$ cat src/rtl/range_scan_ctrl.sv
// Sequencer and address arbiter for the Collatz range engine: starts a run,
// waits for the engine to finish, then sweeps its RAM for max/index/sum.
module range_scan_ctrl #(
  parameter int unsigned RAM_WORDS     = 256,
  parameter int unsigned RAM_ADDR_BITS = 8
) (
  input  logic                          clk,
  input  logic                          reset,
  input  logic                          req,
  input  logic [31:0]                   base,
  input  logic [RAM_ADDR_BITS-1:0]      sel_n,
  output logic                          go,
  output logic [31:0]                   start,
  input  logic                          done,
  output logic [RAM_ADDR_BITS-1:0]      n,
  input  logic [15:0]                   count,
  output logic                          busy,
  output logic                          result_valid,
  output logic [15:0]                   max_count,
  output logic [RAM_ADDR_BITS-1:0]      max_index,
  output logic [16+RAM_ADDR_BITS-1:0]   sum_count
);

  typedef enum logic [2:0] {
    IDLE, GO, ARM, WAIT, SCAN, DRAIN, DONE
  } state_t;

  localparam logic [RAM_ADDR_BITS-1:0] LAST_ADDR = RAM_ADDR_BITS'(RAM_WORDS - 1);

  state_t                     state, state_nxt;
  logic                       accept;
  logic [RAM_ADDR_BITS-1:0]   addr;
  logic [RAM_ADDR_BITS-1:0]   pend_idx;
  logic                       pend_valid;

  always_comb begin
    state_nxt = state;
    accept    = 1'b0;
    case (state)
      IDLE, DONE: if (req) begin
        accept    = 1'b1;
        state_nxt = GO;
      end
      GO:      state_nxt = ARM;
      // ARM exists so a done level left over from the previous run is never taken as completion
      ARM:     state_nxt = WAIT;
      WAIT:    if (done) state_nxt = SCAN;
      SCAN:    if (addr == LAST_ADDR) state_nxt = DRAIN;
      DRAIN:   state_nxt = DONE;
      default: state_nxt = IDLE;
    endcase
  end

  always_comb begin
    n = sel_n;
    if (state == SCAN) n = addr;
  end

  always_ff @(posedge clk or posedge reset) begin
    if (reset) state <= IDLE;
    else       state <= state_nxt;
  end

  always_ff @(posedge clk or posedge reset) begin
    if (reset) begin
      go           <= 1'b0;
      start        <= '0;
      busy         <= 1'b0;
      result_valid <= 1'b0;
      max_count    <= '0;
      max_index    <= '0;
      sum_count    <= '0;
      addr         <= '0;
      pend_idx     <= '0;
      pend_valid   <= 1'b0;
    end else begin
      go         <= (state_nxt == GO);
      pend_valid <= (state == SCAN);
      pend_idx   <= addr;

      if (accept) begin
        start        <= base;
        busy         <= 1'b1;
        result_valid <= 1'b0;
        max_count    <= '0;
        max_index    <= '0;
        sum_count    <= '0;
      end

      if (state == DRAIN) begin
        busy         <= 1'b0;
        result_valid <= 1'b1;
      end

      if (state == WAIT && done) addr <= '0;
      else if (state == SCAN)    addr <= addr + RAM_ADDR_BITS'(1);

      // count arriving now belongs to the address issued one cycle earlier
      if (pend_valid) begin
        sum_count <= sum_count + (16 + RAM_ADDR_BITS)'(count);
        if (count > max_count) begin
          max_count <= count;
          max_index <= pend_idx;
        end
      end
    end
  end

endmodule

$ cat config.mk
export PLATFORM = sky130hd
export DESIGN_NAME = range_scan_ctrl
export DESIGN_NICKNAME = d
export VERILOG_FILES = /design/src/rtl/range_scan_ctrl.sv
export SDC_FILE = /design/constraint.sdc
export NUM_CORES = 1
export LEC_CHECK = 0
export CAP_MARGIN = 10
export CORE_ASPECT_RATIO = 1.75
export CORE_MARGIN = 2
export CORE_UTILIZATION = 52
export CTS_BUF_LIST = sky130_fd_sc_hd__clkbuf_4 sky130_fd_sc_hd__clkbuf_8 sky130_fd_sc_hd__clkbuf_16
export CTS_CLUSTER_SIZE = 40
export DETAILED_ROUTE_END_ITERATION = 16
export PLACE_DENSITY = 0.95
export SYNTH_ARGS = -nofsm -noshare
export SYNTH_HDL_FRONTEND = slang
export SYNTH_SLANG_ARGS = --single-unit
export TNS_END_PERCENT = 100
$ cat constraint.sdc
create_clock -name clk -period 8.95 [get_ports clk]
set_input_delay 1.3425 -clock clk [delete_from_list [all_inputs] [get_ports clk]]
set_output_delay 1.3425 -clock clk [all_outputs]
set_load 0.005 [all_outputs]
After elaboration in Yosys (flattened, before gate mapping)
Index checks and enable logic that the tools add are counted.
- word-level logic and storage cells: 49
- output and inout port bits: 91
- register bits: 103
- input bits: 60
- reductions and logical operators: 6
- equal/unequal tests: 8
- add/subtract/negate cells: 2
- $lt $le $gt $ge: 1
- mux-type cells: 21
- operators with widths (operator ; number):
    16-bit two-way mux ; 3
    24-bit two-way mux ; 2
    8-bit two-way mux ; 6
    24-bit by 16-bit adder with 24-bit output ; 1
    3-bit one-hot mux with 6 select lines ; 1
    16-bit > comparator ; 1
    3-bit == test (second input constant) ; 3
    3-bit two-way mux ; 3
    8-bit by 1-bit adder with 8-bit output (second input constant) ; 1
    8-bit == test (second input constant) ; 1
    3-bit by 1-bit == test with 1-bit output (second input constant) ; 2
    3-bit by 2-bit == test with 1-bit output (second input constant) ; 2
    1-bit two-way mux ; 6
    2-bit nonzero test ; 3
    3-bit logical NOT ; 1
    2-bit OR reduction ; 1
    1-bit logical AND ; 1

Depth between registers and ports, before layout
Gate-level depths: netlist of run 1.
- depth after elaboration: 6
- depth in mapped cells: 9
- mapped depth without buffers: 8

Worst setup path before layout of run 1
Ideal clock, no wire load.
- kind: in2reg
- start point: input port count[0]
- end point: register sum_count[14]
- data required time: 8.828 ns
- data arrival time: 3.264 ns
- slack: 5.564 ns
- stages: 8
- buffers on the path: 0
- library setup time: 0.122 ns
- path through: ha_1 > fa_1 > a211oi_1 > o21bai_1 > nand3_1 > a211oi_1 > or3_1 > a32o_1
- word-level cells in the longest chain between the ends: 2
- RTL lines (item ; RTL line ; text):
    from (decl) ; 16 ; input logic [15:0] count,
    24-bit by 16-bit adder with 24-bit output ; 100 ; sum_count <= sum_count + (16 + RAM_ADDR_BITS)'(count);
    24-bit two-way mux ; 99 ; if (pend_valid) begin
    to (signal assigned) ; 100 ;
    to (decl) ; 21 ; output logic [16+RAM_ADDR_BITS-1:0] sum_count
No other way between the ends.
A chain may end at the register's enable or synchronous reset.

Final worst setup path of run 1
- start point: input port count[9]
- end point: register max_count[15]
- word-level cells in the longest chain between the ends: 3
- RTL lines (item ; RTL line ; text):
    16-bit > comparator ; 101 ; if (count > max_count) begin
    16-bit two-way mux ; 101 ;
    16-bit two-way mux ; 99 ;
    to (signal assigned) ; 102 ; max_count <= count;
    to (decl) ; 19 ; output logic [15:0] max_count,
No other way between the ends.

==> results.txt, run 1 <==
Status -> complete, no violations
Endpoint type of the worst setup path -> register
Pwr per Cell Area -> 275 nW/µm²
Post_cts resized -> 0
ANT nets after route -> 0
Number of synthesized flops with an enable pin -> 0
Xor and xnor area share after synthesis -> 2.07%
Cell Area, Placed -> 7120 µm²
Synthesized net count -> 682
Synthesis-to-layout area growth -> 35.0%
Setup TNS -> 0 ps
Core ar. -> 10300 µm²
Worst slew pin tran -> 1040 ps
CP Launch Type -> primary input
Num CTS Buffers -> 9
Simple-gate share of the synthesized area -> 17.2%
Sequential share of the synthesized area -> 46.9%
R2R Path Start -> max_count[9]
Synthesized flop and latch total -> 103
H-tree levels -> 3
Rel. slew slack -> 30.7%
Buffers on Ports -> 150
Postcts setup bufs -> 0
RSZ-0062 raised after global routing -> no
Largest family of logic cells by synthesized area -> simple AND/OR/NAND/NOR gates
Tmin final -> 4190 ps
Die height -> 140 µm
Post-synthesis cell count -> 588
Clock Path Buffers -> 2
Max Freq -> 0.238 GHz
CTS tree -> done
Yosys warns -> 0
Clk pin slew, worst setup/hold paths -> 70 ps
# diodes -> 0
Post-Place Cells -> 850
Die Wd -> 81.7 µm
# hold bufs at CTS -> 0
Vias in the first global route -> 5087
Post-Layout Cell Count -> 867
CTS sink cnt -> 103
Synthesized cell area -> 5500 µm²
Gr usage total -> 27.1%
Worst IR drop on VDD -> 0.211 mV
Area of the die -> 11400 µm²
GP Congestion -> 0.880
Post-layout instance area -> 7420 µm²
Initial antenna violation count -> 0
Hold Path Class -> reg2reg
Layout Nets -> 829
Drc violations -> 0
Via count -> 4895
Vias per cell -> 5.65
Clk_skew -> 7.30 ps
# IOs -> 151
Post-synthesis mux area share -> 7.04%
WL/cell -> 17.3 µm
Worst setup path startpoint -> count[9]
Dominant synthesized flop cell -> dfrtp_1
GRT Residual Overflow -> 0
Required @ worst endpoint -> 9180 ps
Most frequent cells in the layout -> nand2_1, clkdlybuf4s50_1, dfrtp_1
Hold Crit Start -> addr[7]
Final WL -> 15000 µm
Post-DP HPWL -> 11000 µm
Crit path max fanout -> 13
Site Rows -> 49
CTS Root Cell -> clkbuf_16
Final Util -> 72.0%
Largest net degree at the start of global routing -> 76
Synth cell types -> 52
Ys async rst share -> 100%
CP arrival -> 4420 ps
DR pass1 iterations -> 4
First-pass GRT wire length -> 24100 µm
DR iter-0 viols -> 214
Starting Density -> 53.4%
Pleak -> 0.00343 µW
Final setup violating endpoints -> 0
Compound-Gate Fraction of Synth Area -> 14.7%
Adder-Cell Fraction of Synth Area -> 8.06%
Tcrit/Tclk final -> 46.9%
Clk_lat worst skew -> 340 ps
Max Cap Viol -> 0
Kind of critical path -> in2reg
Commonest non-fill, non-tap cell in the layout -> nand2_1
Mapped Avg Cell Area -> 9.35 µm²
Fin. Hold Viols -> 0
Layout cells sized above 1 -> 6.89%
Max Slew Vio Count -> 0
## worst paths after layout
| path | end | slack, ps | cells past startpoint |
|---|---|---|---|
| max in group asynchronous | start[27] | 6330 | 3 |
| setup reg to reg | max_count[15] | 5850 | 9 |
| setup / recovery | max_count[15] | 4760 | 9 |
| min in group asynchronous | start[23] | 1330 | 2 |
| hold / removal | pend_idx[7] | 470 | 0 |
| hold reg to reg | pend_idx[7] | 470 | 0 |
## flip-flops by register name, indices dropped and copies added (netlist names)
| name | cells |
|---|---|
| start | 32 |
| go | 1 |
| sum_count | 24 |
| pend_idx | 8 |
| pend_valid | 1 |
| busy | 1 |
| addr | 8 |
| state | 3 |
| max_count | 16 |
| result_valid | 1 |
| max_index | 8 |
## per-stage QoR
step,total power (µW),hold WS (ps),setup WS [ps]
after global placement,1610,412,4510
final,2040,470,4760
after global routing,2180,474,4670
after detailed placement,1660,437,4440
after CTS,2040,459,4800
after floorplan,1200,397,4900
## report_power, final
group / switching [µW] / leakage (µW) / total (µW) / internal, µW
combinational: 450 / 0.00193 / 931 / 481
sequential: 113 / 0.00136 / 734 / 621
clock: 180 / 0.000143 / 378 / 198
## per-layer routing
layer	vias up	routed length [µm]	global-route usage (%)
li1	2321	-	-
met1	2366	5470	29.9
met2	167	8340	48.5
met3	41	585	4.45
met4	0	578	13.9
met5	-	0	0
## final cells by class
class	instances	area [µm²]
fill	751	2880
multi-input combinational	430	2710
sequential	103	2580
timing repair buffer	155	1550
clock buffer	10	239
tap	127	159
inverter	36	138
clock inverter	6	45.0
## synth_stat cells (7+ instances only)
| cell | instances | area (µm²) |
|---|---|---|
| nand2_1 | 155 | 582 |
| dfrtp_1 | 103 | 2580 |
| nor2_1 | 37 | 139 |
| inv_1 | 35 | 131 |
| ha_1 | 33 | 413 |
| a21oi_1 | 27 | 135 |
| o21ai_0 | 27 | 135 |
| clkbuf_1 | 16 | 60.1 |
| mux2_2 | 12 | 135 |
| nand4_1 | 11 | 68.8 |
| a21o_1 | 10 | 75.1 |
| mux2_4 | 10 | 150 |
| nand3_1 | 10 | 50.1 |
| a211oi_1 | 9 | 67.6 |
| mux2i_1 | 9 | 90.1 |
| o211ai_1 | 7 | 52.6 |
| xnor2_1 | 7 | 61.3 |
## cell families after synthesis
kind of cell / Yosys count
AO/OA/AOI/OAI: 119
XOR/XNOR: 13
adder cells (fa/ha/maj): 35
buffers and inverters: 55
flip-flops: 103
multiplexers: 32
AND/OR/NAND/NOR: 231
## worst max-delay path: stages
cell             delay, ps
clkdlybuf4s50_1        470
ha_1                   340
a21o_1                 160
a21o_1                 170
a21oi_1                250
o22ai_1                160
o311ai_4               770
buf_4                  390
mux2_2                 360
No activity file was read; power rests on OpenSTA's default activity.
==> run 2: changes to the inputs <==
Settings changed: CORE_UTILIZATION 52 to 44, PLACE_DENSITY 0.95 to 0.87.
Clock period 8.95 ns to 3.85 ns, I/O delays scaled along.
==> run 2 against run 1 <==
Critical path depth stayed put. Routed wire length shrank 4.6%. Register-to-register slack got worse by 4700 ps. Core utilization shrank 11 points. Power is 130% higher. Sequential share of layout area down 0.46 points. Worst hold slack worse by 9.4 ps. Clock skew barely moved. Cell count grew 5.3%. Die area rose by 17%. First-iteration DRC count grew 22%. Critical path type unchanged.
==> results.txt, run 2 (same netlist as run 1, synthesis figures left out) <==
Top reg by flops -> start (unchanged)
Starting Density -> 44.4% (was 53.4%)
Max reg flops -> 32 (unchanged)
# diodes -> 0 (unchanged)
Num CTS Buffers -> 9 (unchanged)
CTS tree -> done (unchanged)
Clock Path Buffers -> 2 (unchanged)
Via count -> 4803 (was 4895)
Commonest non-fill, non-tap cell in the layout -> nand2_1 (unchanged)
Clk_skew -> 7.76 ps (was 7.30 ps)
Pre-CTS setup slack -> 474 ps (was 4440 ps)
Crit path max fanout -> 6 (was 13)
H-tree levels -> 3 (unchanged)
DR iter-0 viols -> 262 (was 214)
Worst IR drop on VDD -> 0.366 mV (was 0.211 mV)
Largest net degree at the start of global routing -> 63 (was 76)
Initial antenna violation count -> 0 (unchanged)
DR pass1 iterations -> 4 (unchanged)
Die Wd -> 88.5 µm (was 81.7 µm)
Hold Path Class -> reg2reg (unchanged)
Top sig layer -> met4 (unchanged)
GRT Residual Overflow -> 0 (unchanged)
Buffers on Ports -> 150 (unchanged)
Pwr per Cell Area -> 630 nW/µm² (was 275 nW/µm²)
Gr usage total -> 21.8% (was 27.1%)
CP Launch Type -> primary input (unchanged)
CTS Root Cell -> clkbuf_16 (unchanged)
CP arrival -> 3250 ps (was 4420 ps)
Power, Total -> 4740 µW (was 2040 µW)
# IOs -> 151 (unchanged)
Met1 WL -> 5540 µm (was 5470 µm)
Synthesis-to-layout area growth -> 36.8% (was 35.0%)
Required @ worst endpoint -> 4080 ps (was 9180 ps)
Final setup violating endpoints -> 0 (unchanged)
Final WS setup -> 829 ps (was 4760 ps)
Most frequent cells in the layout -> nand2_1, clkdlybuf4s50_1, dfrtp_1 (unchanged)
Pleak -> 0.00345 µW (was 0.00343 µW)
Biggest regs -> start x32, sum_count x24, max_count x16 (unchanged)
Post-Layout Cell Count -> 913 (was 867)
First-pass GRT wire length -> 23100 µm (was 24100 µm)
Met3 wire length -> 599 µm (was 585 µm)
Final WL -> 14300 µm (was 15000 µm)
Post_cts resized -> 0 (unchanged)
Endpoint type of the worst setup path -> register (unchanged)
CTS sink cnt -> 103 (unchanged)
Max Freq -> 0.331 GHz
Setup TNS -> 0 ps (unchanged)
Layout Nets -> 834 (was 829)
Tmin final -> 3020 ps
Site Rows -> 54 (was 49)
Kind of critical path -> in2reg (unchanged)
Worst slew pin tran -> 787 ps (was 1040 ps)
Hold Crit Start -> addr[7] (unchanged)
Rel. slew slack -> 46.2% (was 30.7%)
Max Slew Vio Count -> 0 (unchanged)
Layout cells sized above 1 -> 7.52% (was 6.89%)
R2R Path Start -> sum_count[0] (was max_count[9])
Fin. Hold Viols -> 0 (unchanged)
Postcts setup bufs -> 0 (unchanged)
Metal2 WL -> 7650 µm (was 8340 µm)
# hold bufs at CTS -> 0 (unchanged)
Status -> complete, no violations (unchanged)
Tcrit/Tclk final -> 78.5%
Post-layout instance area -> 7520 µm² (was 7420 µm²)
Clk_lat worst skew -> 350 ps (was 340 ps)
Worst setup path startpoint -> count[1] (was count[9])
Max Cap Viol -> 0 (unchanged)
Die height -> 152 µm (was 140 µm)
Post-Place Cells -> 897 (was 850)
WL/cell -> 15.6 µm (was 17.3 µm)
Drc violations -> 0 (unchanged)
Vias per cell -> 5.26 (was 5.65)
RSZ-0062 raised after global routing -> no (unchanged)
GP Congestion -> 0.892 (was 0.880)
Cell Area, Placed -> 7230 µm² (was 7120 µm²)
Vias in the first global route -> 4771 (was 5087)
ANT nets after route -> 0 (unchanged)
Post-DP HPWL -> 10600 µm (was 11000 µm)
Area of the die -> 13400 µm² (was 11400 µm²)
Core ar. -> 12400 µm² (was 10300 µm²)
Clk pin slew, worst setup/hold paths -> 80 ps (was 70 ps)
run 2: area by class of cell:
type	instances	area [µm²]
clock buffer	9	225
fill	1033	4840
tap	168	210
clock inverter	7	68.8
timing repair buffer	160	1590
inverter	36	138
sequential	103	2580
multi-input combinational	430	2710
run 2: per-layer routing:
layer	GRT usage (%)	vias up
met2	38.1	133
met3	3.80	37
met1	25.5	2296
met5	0	-
met4	9.60	0
li1	-	2337
run 2: power by group:
part | internal [µW] | total [µW] | switching (µW)
logic | 1120 | 2140 | 1020
clock network | 461 | 913 | 451
registers | 1440 | 1690 | 250
run 2: path summary, 6_finish.rpt:
| check | to | slack [ps] | cells past startpoint |
|---|---|---|---|
| max in group asynchronous | sum_count[6] | 2400 | 3 |
| worst min-delay path | pend_idx[7] | 460 | 0 |
| worst min register to register | pend_idx[7] | 460 | 0 |
| worst max-delay path | max_count[8] | 830 | 9 |
| min in group asynchronous | start[30] | 740 | 2 |
| worst max register to register | sum_count[14] | 1130 | 8 |
run 2: metrics by stage:
| stage | utilization [%] | hold slack [ps] |
|---|---|---|
| after floorplan | - | 397 |
| after global placement | 58.4 | 440 |
| after detailed placement | 58.4 | 444 |
| after CTS | 60.8 | 460 |
| after global routing | 60.8 | 487 |
| final | 60.8 | 461 |
run 2: worst max-delay path, cell delays in order:
cell             delay, ps
clkdlybuf4s50_1        490
ha_1                   330
nor2b_1                120
o21a_1                 110
o21ai_0                 80
a2111oi_0              750
o311ai_4               250
buf_4                  240
mux2_4                 300
